==> src/rtl/lfsr_pkg.sv <==
// Shared constants and helpers for the parametrised LFSR generator:
// digit count, hex glyph table and default tap masks.
package lfsr_pkg;

    localparam logic [3:0] TAPS_W4 = 4'b0011;
    localparam logic [7:0] TAPS_W8 = 8'b0001_1101;

    // Active-low gfedcba glyphs, index 0 is the rightmost entry.
    localparam logic [15:0][6:0] HEX_GLYPH = {
        7'h0E, 7'h06, 7'h21, 7'h46, 7'h03, 7'h08, 7'h10, 7'h00,
        7'h78, 7'h02, 7'h12, 7'h19, 7'h30, 7'h24, 7'h79, 7'h40
    };

    function automatic int unsigned ndig(input int unsigned width);
        return (width + 32'd3) / 32'd4;
    endfunction

endpackage

==> src/rtl/hex7seg.sv <==
// One hex digit to active-low seven-segment pattern (bit 0 = a ... bit 6 = g).
module hex7seg
    import lfsr_pkg::*;
(
    input  logic [3:0] nib_i,
    output logic [6:0] seg_c
);

    assign seg_c = HEX_GLYPH[nib_i];

endmodule

==> src/rtl/lfsr_gen.sv <==
// Fibonacci LFSR with seed load, free-run/step modes, zero lock-up recovery,
// period measurement against a reference state, and hex segment readout.
module lfsr_gen
    import lfsr_pkg::*;
#(
    parameter int unsigned      WIDTH = 8,
    parameter logic [WIDTH-1:0] TAPS  = WIDTH'(TAPS_W8),
    parameter logic [WIDTH-1:0] SEED  = WIDTH'(1),
    localparam int unsigned     NDIG  = ndig(WIDTH)
) (
    input  logic                clk,
    input  logic                rst_n,
    input  logic                en,
    input  logic                mode,
    input  logic                step,
    input  logic                load,
    input  logic [WIDTH-1:0]    load_val,
    output logic [WIDTH-1:0]    state,
    output logic [7*NDIG-1:0]   seg,
    output logic [WIDTH-1:0]    period,
    output logic                period_valid,
    output logic                lockup
);

    localparam logic [WIDTH-1:0] CNT_MAX = '1;
    localparam logic [WIDTH-1:0] ONE     = WIDTH'(1);

    logic [WIDTH-1:0] state_q, state_d;
    logic [WIDTH-1:0] ref_q, ref_d;
    logic [WIDTH-1:0] cnt_q, cnt_d;
    logic [WIDTH-1:0] period_q, period_d;
    logic             period_valid_q, period_valid_d;
    logic             lockup_q, lockup_d;
    logic             step_prev_q;

    logic             fb_c;
    logic             adv_c;
    logic [WIDTH-1:0] nxt_c;
    logic [WIDTH-1:0] load_v_c;

    // Priority: load, zero recovery, advance, hold.
    always_comb begin
        state_d        = state_q;
        ref_d          = ref_q;
        cnt_d          = cnt_q;
        period_d       = period_q;
        period_valid_d = period_valid_q;
        lockup_d       = 1'b0;

        fb_c     = ^(state_q & TAPS);
        nxt_c    = {fb_c, state_q[WIDTH-1:1]};
        adv_c    = en & (mode ? (step & ~step_prev_q) : 1'b1);
        load_v_c = (load_val == '0) ? ONE : load_val;

        if (load) begin
            state_d        = load_v_c;
            ref_d          = load_v_c;
            cnt_d          = '0;
            period_valid_d = 1'b0;
            lockup_d       = (load_val == '0);
        end else if (state_q == '0) begin
            state_d  = ONE;
            lockup_d = 1'b1;
        end else if (adv_c) begin
            state_d = nxt_c;
            if (cnt_q != CNT_MAX) begin
                cnt_d = cnt_q + ONE;
            end
            // A saturated counter cannot represent the lap, so keep the old result.
            if (nxt_c == ref_q) begin
                cnt_d = '0;
                if (cnt_q != CNT_MAX) begin
                    period_d       = cnt_q + ONE;
                    period_valid_d = 1'b1;
                end
            end
        end
    end

    always_ff @(posedge clk or negedge rst_n) begin
        if (!rst_n) begin
            state_q        <= SEED;
            ref_q          <= SEED;
            cnt_q          <= '0;
            period_q       <= '0;
            period_valid_q <= 1'b0;
            lockup_q       <= 1'b0;
            step_prev_q    <= 1'b0;
        end else begin
            state_q        <= state_d;
            ref_q          <= ref_d;
            cnt_q          <= cnt_d;
            period_q       <= period_d;
            period_valid_q <= period_valid_d;
            lockup_q       <= lockup_d;
            step_prev_q    <= step;
        end
    end

    assign state        = state_q;
    assign period       = period_q;
    assign period_valid = period_valid_q;
    assign lockup       = lockup_q;

    // Zero-pad the state up to a whole number of nibbles for the display.
    logic [4*NDIG-1:0] state_pad_c;
    assign state_pad_c = (4*NDIG)'(state_q);

    for (genvar k = 0; k < NDIG; k++) begin : g_dig
        hex7seg u_hex (
            .nib_i (state_pad_c[4*k +: 4]),
            .seg_c (seg[7*k +: 7])
        );
    end

endmodule

==> config.mk <==
export PLATFORM = sky130hd
export DESIGN_NAME = lfsr_gen
export DESIGN_NICKNAME = d
export VERILOG_FILES = /design/src/rtl/lfsr_pkg.sv /design/src/rtl/hex7seg.sv /design/src/rtl/lfsr_gen.sv
export SDC_FILE = /design/constraint.sdc
export NUM_CORES = 1
export LEC_CHECK = 0
export CAP_MARGIN = 20
export CORE_ASPECT_RATIO = 0.8
export CORE_MARGIN = 2
export CORE_UTILIZATION = 35
export CTS_BUF_LIST = sky130_fd_sc_hd__clkbuf_8
export CTS_CLUSTER_SIZE = 28
export DETAILED_ROUTE_END_ITERATION = 16
export DONT_BUFFER_PORTS = 1
export PLACE_DENSITY = 0.6
export SYNTH_ARGS = -nofsm -noshare
export SYNTH_HDL_FRONTEND = slang
export SYNTH_HIERARCHICAL = 1
export SYNTH_SLANG_ARGS = --single-unit
==> constraint.sdc <==
create_clock -name clk -period 3 [get_ports clk]
set_clock_uncertainty 0.1 [all_clocks]
set_input_delay 0.6 -clock clk [delete_from_list [all_inputs] [get_ports clk]]
set_output_delay 0.6 -clock clk [all_outputs]
set_load 0.02 [all_outputs]
Word level (Yosys, flattened, before mapping) --
Memory sizes are Yosys's and may differ from the RTL's. Index checks and enable logic that the tools add are counted.
Operators by class: add/sub/neg operators 1, order comparisons 2, eq/ne operators 3, multiplexer cells 19, bitwise gates (word level) 5, reductions and logical operators 11
Operators with widths (number):
- $mux W8 | 9
- $logic_not A8 Y1 | 2
- $mux W7 | 2
- $lt A4 B5 Y1 const B | 2
- $add A8 B1 Y8 const B | 1
- $eq A8 B8 Y1 | 1
- $mux W1 | 8
- $ne A8 B8 Y1 const B | 1
- $reduce_xor A8 Y1 | 1
- $reduce_bool A2 Y1 | 3
- $reduce_bool A3 Y1 | 2
- $reduce_and A5 Y1 | 1
- $reduce_and A4 Y1 | 1
- $not A1 Y1 | 3
- $reduce_and A3 Y1 | 1
- $and A1 B1 Y1 | 2
- $ne A2 B2 Y1 const B | 1
Word-level totals: flip-flop bits (word level) 35, ROM bits 224, output and inout port bits 32, logic and storage cells 50, memories kept 2
Memory list:
- (name not given) | words 16, bits a word 7, read ports 1, clocked after Yosys merged registers in 0, wr ports 0, line hex7seg.sv:9 | assign seg_c = HEX_GLYPH[nib_i];
- (name not given) | words 16, bits a word 7, read ports 1, clocked after Yosys merged registers in 0, wr ports 0, line hex7seg.sv:9

Longest topological paths before layout --
word-level depth 7, mapped depth 8, gate-level depth less buffers 7

Modules after synthesis --
Netlist, hierarchy kept.
By module, submodules not included:
- lfsr_gen | instances 1, cells each 183, area each 1874.3 sq um
- hex7seg | instances 2, cells each 32, area each 275.3 sq um

Worst setup path after synthesis --
OpenSTA, ideal clock, no wires.
path type register to register, start point register state_q[3], in the netlist state[3], end point register period_q[0], in the netlist period[0], library setup time 0.125 ns, arrival 2.542 ns, data required time 2.775 ns, path slack 0.233 ns, stages on the path, launching flop included 9, path buffers 1, period minus slack after synthesis 2.767 ns, cell sequence dfrtp_1 inv_1 ha_1 xnor3_2 xnor2_1 or3_4 or4b_4 buf_6 mux2_4
On the way: longest elaborated chain between the ends 3, elaborated cells between the ends (all ways) 5
RTL lines:
- from (decl) | line lfsr_gen.sv:28 | logic [WIDTH-1:0] state_q, state_d;
- from (signal assigned) | line lfsr_gen.sv:90 | state_q <= state_d;
- $reduce_xor A8 Y1 / $logic_not A8 Y1 (equally long branches) | line lfsr_gen.sv:50, lfsr_gen.sv:61
- $eq A8 B8 Y1 / $not A1 Y1 (equally long branches)
- $reduce_and A5 Y1 (no source line) *
- to (signal assigned) | line lfsr_gen.sv:93 | period_q <= period_d;
- to (decl) | line lfsr_gen.sv:31 | logic [WIDTH-1:0] period_q, period_d;
Every way passes the cells marked *; elsewhere a longest branch is shown, timed or not. A chain may end at the register's enable or synchronous reset.

Worst setup path after layout --
start point register state_q[0], in the netlist state[0], end point output port seg[3]
On the way: longest elaborated chain between the ends 2
RTL lines:
- $mem_v2 Z16 W7
- $mux W7 (implied by the code) | line hex7seg.sv:9
- to (decl) | line lfsr_gen.sv:19 | output logic [7*NDIG-1:0] seg,
Every way passes these cells. The select of a mux whose other input is x is not followed.

==> flow_metrics.py <==
metrics = {
    "yosys": {
        "synth.ff_latch_count": 35,
        "synth_edf_count": 0,
        "avgSynthCellArea_sq_um": 9.817,
        "yosysSeqAreaShare_pct": 36.22,
        "synthTopCellsByArea": "dfrtp_1 34%, ha_1 8.3%, mux2i_1 5.0%, mux2_4 5.0%, xnor2_1 4.3%",
        "yosys.cell_types.count": 45,
        "synth_nets": 277,
        "syn_area_sq_um": 2425,
        "yosys.area.top_type_share_pct": 34.06,
        "ys_async_sr_fraction_pct": 100.0,
        "synthFlopType": "dfrtp_1",
        "synthCells": 247,
        "yosys.area.top_type": "dfrtp_1",
        "ys_warn_count": 6,
    },
    "clocking": {
        "cts_sinks": 35,
        "cts-root-buf": "clkbuf_8",
        "cts_buffers": 5,
        "clk_pin_slew_ns": 0.08,
        "htree_levels": 2,
        "cts.hold.buffers_added": 1,
        "clock_latency_ns": 0.29,
        "post_cts.repair.setup_buffers": 0,
        "ctsResizeCount": 0,
        "clk_path_buf_depth": 2,
        "cts_tree": "built",
    },
    "cells_and_area": {
        "final_common_cell": "dfrtp_1",
        "layout-drive-gt1-share_pct": 16.80,
        "nets": 279,
        "final_cell_mix": "33 x dfrtp_1, 24 x nor2_1, 16 x inv_1, 16 x ha_1, 14 x a21oi_1",
        "diodes": 0,
        "areaGrowthSynthToFinish_pct": 8.101,
        "fillers": 667,
        "final_area_sq_um": 2621,
    },
    "critical_path": {
        "startpoint": "state[0]",
        "endpoint_kind": "output port",
        "cp.arrival_ns": 2.12,
        "cp_slowest_stage_delay_ns": 0.61,
        "start_kind": "flop",
        "crit_slowest_cell": "mux4_1",
        "path_class": "reg2out",
        "crit_path_max_fanout": 10,
        "worstReg2RegStart": "state[2]",
        "crit_chain": "buf_4 > inv_1 > ha_1 > inv_1 > mux4_1",
        "required_ns": 2.30,
        "crit_top_cell": "inv_1",
    },
    "placement": {
        "dp_hpwl_mm": 3.708,
        "post_dp_cell_area_sq_um": 2520,
        "port_buffers": 0,
        "place_congestion": 0.7755,
    },
    "die": {
        "die_w_um": 97.06,
        "dieArea_sq_um": 7614,
        "num_rows": 27,
        "io_pins": 46,
        "start_util_pct": 35.71,
        "fp.coreArea_sq_um": 6790,
        "die_y_um": 78.45,
    },
    "drt": {
        "drc": 0,
        "num_vias": 1771,
        "routed_via_density": 5.255,
        "dr.pass1.iters": 4,
        "first_iter_violations": 159,
        "drt_wl_total_mm": 5.186,
        "wl_per_cell_um": 15.39,
        "ant_nets": 0,
    },
    "sta": {
        "min_period_ns": 2.824,
        "max_freq_mhz": 354.1,
        "min_period_over_period_pct": 94.13,
        "finalHoldViolations": 0,
        "worstMarginPinSlew_ns": 0.6743,
        "fin_tns_setup_ns": 0,
        "drv_slew": 0,
        "rsz0062_at_grt": "false",
        "slew_headroom_pct": 54.74,
        "setup_viol_count_final": 0,
    },
    "power": {
        "peakVddDrop_mv": 0.1808,
        "p_leak_uw": 0.001198,
        "power.density_nw_per_um2": 497.0,
    },
    "global_route": {
        "grt_util_all_layers_pct": 14.24,
        "gr-total-overflow": 0,
        "grt_pass1_vias": 1666,
        "grt_pass1_wl_mm": 8.776,
        "grt_start_max_net_pins": 34,
        "antenna_found_initial": 0,
    },
    "status": {
        "status": "completed",
    },
    "hold_path": {
        "hold_class": "in2async",
    },
    "flow_run": {
        "drv_cap": 0,
    },
}
## through the flow
step / cells / hold WS [ns] / total power (uW) / utilization, % / worst slack, ns
6_report: 337 / 0.03552 / 1303 / 38.60 / 0.1760
5_1_grt: 337 / 0.02691 / 1385 / 38.60 / 0.07394
4_1_cts: 337 / 0.03488 / 1315 / 38.60 / 0.1607
3_5_place_dp: 328 / 0.2049 / 977.4 / 37.11 / 0.3183
3_3_place_gp: 328 / 0.2050 / 971.2 / 37.11 / 0.3607
2_1_floorplan: 247 / 0.2044 / 908.3 / - / 0.2329
## kinds of logic (layout without fill, tap and decap cells)
kind of cell / count (synthesis) / after routing / synth area share, %
muxes: 29 / 29 / 15.33
AOI/OAI and AO/OA: 47 / 47 / 12.07
DFF: 35 / 35 / 36.22
xor gates and xnor gates: 15 / 15 / 6.037
and+or+nand+nor: 76 / 76 / 16.56
buffers and inverters: 29 / 32 / 5.521
adders and majority gates: 16 / 16 / 8.256
## critical path: cells and delay by family, from the launching register on
| family | cells | cell delay (ns) |
|---|---|---|
| adder cells (fa/ha/maj) | 1 | 0.30 |
| buffers and inverters | 3 | 0.38 |
| flip-flops | 1 | 0.54 |
| multiplexers | 1 | 0.61 |
## routing by layer
metal  track usage, %  vias up  part of all wire [%]
met5                0        -                     0
met4            4.648        0                   1.4
met3            3.918        7                   5.0
met2            20.00       35                    42
met1            21.00      846                    51
li1                 -      883                     -
## cell usage after synthesis (all sizes together), types with 2 or more instances
cell type / instances
a32o: 2
nor4: 4
nand4: 7
nand3: 8
buf: 5
mux2i: 12
and2b: 2
nand2: 11
dfrtp: 33
a21oi: 14
or3b: 2
o211ai: 3
o21ai: 13
and2: 2
nor2: 24
nand2b: 2
mux2: 15
ha: 16
a31oi: 5
nor3: 2
dfstp: 2
xnor2: 12
and3: 2
mux4: 2
a22o: 4
clkbuf: 10
nor2b: 2
inv: 14
xor2: 2
or2: 3
## registers in the layout, summed over array words and instances, names as in the netlist
signal,count
cnt_q,8
ref_q,8
lockup,1
period_valid,1
step_prev_q,1
state,8
period,8
## path summary, 6_finish.rpt
check / endpoint / slack, ns / depth (start not counted)
setup / recovery: seg[3] / 0.18 / 5
hold reg to reg: ref_q[0] / 0.39 / 2
max in group asynchronous: cnt_q[4] / 2.58 / 1
hold / removal: lockup / 0.04 / 1
setup reg to reg: period[6] / 0.29 / 7
min in group clk: step_prev_q / 0.24 / 0
## layout make-up
class	instances	area [sq um]	area share [%]
repair buffers	10	87.58	3.341
clock buffers	5	68.82	2.625
inverters	14	52.55	2.005
multi-input cells	183	1413	53.89
flip-flops and latches	35	878.3	33.51
clock inverters	3	12.51	0.4773
well taps	87	108.9	4.153
## report_power, final
group / internal [uW] / switching [uW]
logic: 174 / 267
clock network: 156 / 168
registers: 506 / 32.0
Note: power is estimated with default switching activity, not from simulation.
